[src/rtl/retospect_lif_neuron.sv]
// rtl/retospect_lif_neuron.sv - leaky integrate-and-fire neuron cell with serial config chain
//
// Ports:
//   clk        clock
//   rst_n      synchronous active-low reset (clears config and dynamic state)
//   config_en  high: shift the config chain one bit per cycle
//   bs_in      config chain serial input
//   bs_out     config chain serial output (cfg[0])
//   reset_nn   network reset: clears potential, refractory counter and axon
//   clockbus   decay strobes from the clock box, one selected by decay_sel
//   in_spike   input spikes, one per weight
//   axon       registered output spike, one-cycle pulse
//   potential  membrane potential, for observation
//
// Config layout, MSB to LSB: w[0] .. w[NUM_IN-1], thresh, decay_sel, refrac.

module retospect_lif_neuron #(
    parameter int NUM_IN    = 4,
    parameter int W_WIDTH   = 3,
    parameter int V_WIDTH   = 6,
    parameter int SEL_WIDTH = 3,
    parameter int REF_WIDTH = 3
) (
    input  logic                      clk,
    input  logic                      rst_n,
    input  logic                      config_en,
    input  logic                      bs_in,
    output logic                      bs_out,
    input  logic                      reset_nn,
    input  logic [2**SEL_WIDTH-1:0]   clockbus,
    input  logic [NUM_IN-1:0]         in_spike,
    output logic                      axon,
    output logic [V_WIDTH-1:0]        potential
);

    localparam int L     = NUM_IN * W_WIDTH + V_WIDTH + SEL_WIDTH + REF_WIDTH;
    localparam int S_W   = W_WIDTH + $clog2(NUM_IN) + 1;
    localparam int RAW_W = V_WIDTH + 2;

    logic [L-1:0]           cfg;
    logic [V_WIDTH-1:0]     v;
    logic [REF_WIDTH-1:0]   ref_cnt;

    logic [V_WIDTH-1:0]     thresh;
    logic [SEL_WIDTH-1:0]   decay_sel;
    logic [REF_WIDTH-1:0]   refrac;

    logic                   decay;
    logic [V_WIDTH-1:0]     dv;
    logic signed [S_W-1:0]  sum;
    logic signed [RAW_W-1:0] raw;
    logic [V_WIDTH-1:0]     v_next;
    logic                   fire;

    assign thresh    = cfg[V_WIDTH+SEL_WIDTH+REF_WIDTH-1 : SEL_WIDTH+REF_WIDTH];
    assign decay_sel = cfg[SEL_WIDTH+REF_WIDTH-1 : REF_WIDTH];
    assign refrac    = cfg[REF_WIDTH-1:0];

    assign decay = clockbus[decay_sel];
    assign dv    = decay ? (v >> 1) : v;

    // Weights are sign-extended into a sum wide enough that all-inputs-active cannot overflow.
    always_comb begin
        sum = '0;
        for (int i = 0; i < NUM_IN; i++) begin
            if (in_spike[i]) begin
                sum = sum + S_W'($signed(cfg[L-1-i*W_WIDTH -: W_WIDTH]));
            end
        end
    end

    // Two guard bits: the top one catches a negative result, the next one overflow above max.
    always_comb begin
        raw = $signed({2'b00, dv}) + RAW_W'(sum);
        if (raw[RAW_W-1]) begin
            v_next = '0;
        end else if (raw[V_WIDTH]) begin
            v_next = '1;
        end else begin
            v_next = raw[V_WIDTH-1:0];
        end
    end

    assign fire = (ref_cnt == '0) && (thresh != '0) && (v_next >= thresh);

    always_ff @(posedge clk) begin
        if (!rst_n) begin
            cfg     <= '0;
            v       <= '0;
            ref_cnt <= '0;
            axon    <= 1'b0;
        end else if (reset_nn) begin
            v       <= '0;
            ref_cnt <= '0;
            axon    <= 1'b0;
        end else if (config_en) begin
            cfg     <= {bs_in, cfg[L-1:1]};
            axon    <= 1'b0;
        end else if (ref_cnt != '0) begin
            // Refractory: inputs ignored, but leak still applies.
            ref_cnt <= ref_cnt - REF_WIDTH'(1);
            v       <= dv;
            axon    <= 1'b0;
        end else if (fire) begin
            axon    <= 1'b1;
            v       <= '0;
            ref_cnt <= refrac;
        end else begin
            v       <= v_next;
            axon    <= 1'b0;
        end
    end

    assign bs_out    = cfg[0];
    assign potential = v;

endmodule

[config.mk]
export PLATFORM = sky130hd
export DESIGN_NAME = retospect_lif_neuron
export DESIGN_NICKNAME = d
export VERILOG_FILES = /design/src/rtl/retospect_lif_neuron.sv
export SDC_FILE = /design/constraint.sdc
export NUM_CORES = 1
export LEC_CHECK = 0
export BUFFER_PORTS_ARGS = -buffer_cell sky130_fd_sc_hd__clkbuf_2
export CAP_MARGIN = 30
export CORE_AREA = 2 2 82 84
export CTS_BUF_LIST = sky130_fd_sc_hd__clkbuf_8
export DETAILED_ROUTE_END_ITERATION = 6
export DIE_AREA = 0 0 84 86
export GPL_ROUTABILITY_DRIVEN = 0
export MAX_ROUTING_LAYER = met4
export PLACE_DENSITY_LB_ADDON = 0.12
export SYNTH_ARGS = -nofsm -noshare
export SYNTH_HDL_FRONTEND = slang
export SYNTH_SLANG_ARGS = --single-unit
[constraint.sdc]
create_clock -name clk -period 7.2 [get_ports clk]
set_input_delay 0.36 -clock clk [delete_from_list [all_inputs] [get_ports clk]]
set_output_delay 0.36 -clock clk [all_outputs]
set_load 0.01 [all_outputs]
# Word level (Yosys, flattened, before mapping)
# Index checks and enable logic that the tools add are counted.
# totals
ff_bits	34
latch_bits	0
ramBits	0
romBits	0
in_bits	17
output_inout_bits	8
wordCells	38
memories	0
# classes
n_addsub	5
multipliers	0
div_mod_pow	0
order_cmp	2
n_eq_ne	0
n_shift	0
muxes	14
bitwise	3
n_reduce_logical	10
# op_table
cell	count
6-bit 2-to-1 mux	9
6-bit by 3-bit adder with 6-bit output	3
7-bit by 6-bit adder with 8-bit output	1
6-bit greater-or-equal comparator	1
3-bit 2-to-1 mux	2
6-bit nonzero test	1
3-bit by 4-bit < comparator with 1-bit output, second input constant	1
2-bit AND reduction	2
4-bit OR reduction	1
1-bit binary-select mux with 3-bit select	1
3-bit logical NOT	1
1-bit NOT	3
3-bit nonzero test	1
3-bit by 1-bit subtractor with 3-bit output, second input constant	1
1-bit logical AND	2
1-bit 2-to-1 mux	2
2-bit nonzero test	1
2-bit OR reduction	1

# Depth between registers and ports, before layout
# logic_depth
depth_word	14
depth_mapped	33
ltp_nobuf	32

# Worst setup path before layout
# OpenSTA, ideal clock, no wires.
# synth_path
kind	input port to flip-flop
start	input in_spike[0]
end	register ref_cnt[1]
setup_time_ns	0.135
arrival_time_ns	6.127
required_time_ns	7.065
setup_slack_ns	0.938
stages	31
path_buffers	1
path_cell_list	and2_1 ha_1 inv_1 fa_1 fa_1 o21ai_0 ha_1 nor2b_1 nor2_1 xnor2_1 nand2_1 o21ai_0 ha_1 a21o_1 a221oi_2 nand2_1 xnor3_2 ha_1 o21bai_1 xor2_2 buf_6 o21a_1 ha_1 nand2_1 o21ai_0 a21oi_1 nor3b_1 o22ai_2 nor2_1 mux2i_1 nor2_1
# synth_via
elab_chain_cells	14
# synth_lines
item	line	source
start, declared	31	input logic [NUM_IN-1:0] in_spike,
6-bit 2-to-1 mux *	66	if (in_spike[i]) begin
6-bit by 3-bit adder with 6-bit output	67	sum = sum + S_W'($signed(cfg[L-1-i*W_WIDTH -: W_WIDTH]));
6-bit 2-to-1 mux *	66	
6-bit by 3-bit adder with 6-bit output	67	
6-bit 2-to-1 mux *	66	
6-bit by 3-bit adder with 6-bit output	67	
6-bit 2-to-1 mux *	66	
7-bit by 6-bit adder with 8-bit output *	74	raw = $signed({2'b00, dv}) + RAW_W'(sum);
6-bit 2-to-1 mux	77	end else if (raw[V_WIDTH]) begin
6-bit 2-to-1 mux *	75	if (raw[RAW_W-1]) begin
6-bit greater-or-equal comparator *	84	assign fire = (ref_cnt == '0) && (thresh != '0) && (v_next >= thresh);
1-bit logical AND *	84	
2-bit nonzero test (no line) *	-	
2-bit AND reduction (no line) *	-	
end signal, assigned	101	ref_cnt <= ref_cnt - REF_WIDTH'(1);
end signal, assigned	107	ref_cnt <= refrac;
end, declared	42	logic [REF_WIDTH-1:0] ref_cnt;
# Every way passes the cells marked *; elsewhere a longest branch is shown, timed or not.
# A chain may end at the register's enable or synchronous reset.

# Worst setup path after layout
# layout_path
start	register cfg[21]
end	register ref_cnt[1]
# layout_via
elab_chain_cells	14
# layout_lines
item	line	source
start, declared	40	logic [L-1:0] cfg;
start signal, assigned	97	cfg <= {bs_in, cfg[L-1:1]};
6-bit 2-to-1 mux *	66	
6-bit by 3-bit adder with 6-bit output	67	
6-bit 2-to-1 mux *	66	
6-bit by 3-bit adder with 6-bit output	67	
6-bit 2-to-1 mux *	66	
6-bit by 3-bit adder with 6-bit output	67	
6-bit 2-to-1 mux *	66	
7-bit by 6-bit adder with 8-bit output *	74	
6-bit 2-to-1 mux	77	
6-bit 2-to-1 mux *	75	
6-bit greater-or-equal comparator *	84	
1-bit logical AND *	84	
2-bit nonzero test (no line) *	-	
2-bit AND reduction (no line) *	-	
# Marked as above.

==> metrics.txt <==
synthesis-stage register bit count=34; unrepaired setup endpoints after global routing=false; register area=681 um2; I/O pin count=25; Worst-path clk slew=0.07 ns; CTS root buf=clkbuf_8; sequential share of the synthesized area=24.6%; Hold-fix buffers, CTS=0; maxcap violations=0; ys flop type=dfxtp_1; Setup CP Type=flip-flop to flip-flop; Mapped Cells=333; total global routing overflow=0; synth top area cells=dfxtp_1 (25%), ha_1 (13%), nand2_1 (9.1%); DRT Pass-1 Iters=4; relative slew slack=35.2%; first-pass GRT wire length=9500 um; initial DRC count=73; Wirelength per Cell=12.4 um; die height=86 um; DRT antenna net count=0; Setup crit start=cfg[21]$_SDFFE_PN0P_; Syn. warnings=0; H-Tree Depth=2; Hold Slack=0.305 ns; CTS tree=done; vias in the first global route=2,155; RR Startpoint=cfg[21]$_SDFFE_PN0P_; HPWL after detailed placement=4090 um; Clock Latency Late Sink=0.28 ns; final hold vios=0; Synth cell types=43; asr flop ratio synth=0%; Worst path max stage delay=0.45 ns; fin cells=430; die area=7220 um2; post-synth top area share=24.6%; Max Fclk=153 MHz; CP dominant cell by count=ha_1; number of vias in the routed layout=2,193; leak pwr=0.00132 uW; DRC Markers=0; pwr/cell area=139 nW/um2; synthesized cell area=2770 um2; number of placement rows=29; share of cells above drive strength 1=16.7%; Worst Path Arrival=6.69 ns; leading cell types in the layout, fill and taps excluded=nand2_1 (67), dfxtp_1 (34), inv_1 (33); GRT Resource Usage Total=16.3%; CTS buffer count=5; clk sinks=34; Resize count post-CTS=0; initial antenna violation count=0; Starting Density=44.1%; Post-Route WL=5330 um; outcome=finished clean; placed inst area=2930 um2; crit path launch type=flip-flop; dpl cells=422; mean post-synth cell area=8.31 um2; Yosys top cell by area=dfxtp_1; worst hold stages=3; Setup Fix Bufs, Post-CTS=0; largest net degree at the start of global routing=26; Hold Path Class=primary input to flip-flop; crit share post-route=90.7%; fill cell count=640; critical path endpoint category=flip-flop; maximum clock insertion buffer count=2; fin area=3020 um2; Reg2Reg Depth=31; Post-synth EDFFs=0; Final Skew=0.00687 ns; Core ar.=6280 um2; VDD IR max=0.112 mV; Final Max Tran Viols=0; Hold Crit Start=bs_in; Final #Nets=402; worst-path fanout max=10; Worst EP required=7.36 ns; Period minus WS final=6.53 ns; number of vias per cell=5.10; Layout Utilization=48.1%; final setup violation count=0; commonest non-fill, non-tap cell in the layout=nand2_1; I/O Buffers=24; area of the multi-input gates=1890 um2; syn_nets=383; Crit-path slowest cell=xnor3_2; worst slew pin tran=0.945 ns; Layout area overhead=9.09%; post-route setup TNS=0 ns; # diodes=0; Die Width=84 um
## synth_stat cells (2+ instances only)
cell type / instances
o211ai_1: 2
o21a_1: 6
a21boi_0: 24
mux2_2: 5
o211ai_2: 4
o21bai_1: 3
xnor2_1: 5
mux4_2: 2
mux2i_1: 6
buf_6: 3
nor3_1: 3
inv_1: 32
nor2b_1: 3
and2_1: 2
a21o_1: 7
nand2b_1: 4
xor2_1: 5
clkbuf_1: 11
ha_1: 28
nor2_1: 12
a21oi_1: 25
nand3_1: 2
nand2_1: 67
dfxtp_1: 34
a221oi_2: 7
o21ai_0: 10
fa_1: 5
## worst paths after layout
path,to,slack (ns)
setup reg to reg,ref_cnt[1]$_SDFFE_PP0P_,0.67
setup / recovery,ref_cnt[1]$_SDFFE_PP0P_,0.67
hold / removal,cfg[23]$_SDFFE_PN0P_,0.31
hold reg to reg,potential[0]$_SDFFE_PP0N_,0.48
## cells by family (layout without fill, tap and decap cells)
kind of cell             count (synthesis)  count (layout)  share of synthesized area [%]
AO/OA/AOI/OAI                           95              95                           25.7
XOR/XNOR                                13              13                           5.20
buffers and inverters                   47              67                           7.19
AND/OR/NAND/NOR                         98              98                           15.2
adder cells (fa/ha/maj)                 33              33                           16.3
flip-flops                              34              34                           24.6
multiplexers                            13              13                           5.83
## registers in the layout, indices dropped and copies added, names as in the netlist
| name | count |
|---|---|
| axon | 1 |
| ref_cnt | 3 |
| potential | 6 |
| cfg | 24 |
## report_power, final
group	switching (uW)	leakage, uW	internal [uW]
clock	69.9	0.0000524	75.8
combinational	46.4	0.000994	37.4
sequential	1.42	0.000275	190
## final cells by class
type | instances | area share, %
clock buffer | 6 | 2.74
clock inverter | 2 | 0.290
multi-input combinational | 252 | 62.5
inverter | 32 | 3.98
tap | 77 | 3.19
timing repair buffer | 27 | 4.72
sequential | 34 | 22.5
## layer usage
metal | vias to the layer above | GRT usage [%] | routed length [um]
met4 | 0 | 5.13 | 63
met3 | 4 | 2.69 | 125
met2 | 21 | 25.5 | 2320
met1 | 994 | 21.7 | 2820
met5 | - | - | 0
li1 | 1174 | - | -
## per-stage QoR
stage          power (uW)  setup slack (ns)
2_1_floorplan         262             0.938
3_3_place_gp          279             0.616
3_5_place_dp          280             0.535
4_1_cts               428             0.644
5_1_grt               445            0.0566
6_report              421             0.667
## critical path: cells and delay by family (launching register included)
family / cells / cell delay [ns]
AND/OR/NAND/NOR: 9 / 1.18
adder cells (fa/ha/maj): 7 / 2.16
flip-flops: 1 / 0.35
buffers and inverters: 2 / 0.27
multiplexers: 1 / 0.22
AO/OA/AOI/OAI: 9 / 1.49
XOR/XNOR: 3 / 0.75
No activity file was read; power rests on OpenSTA's default activity.
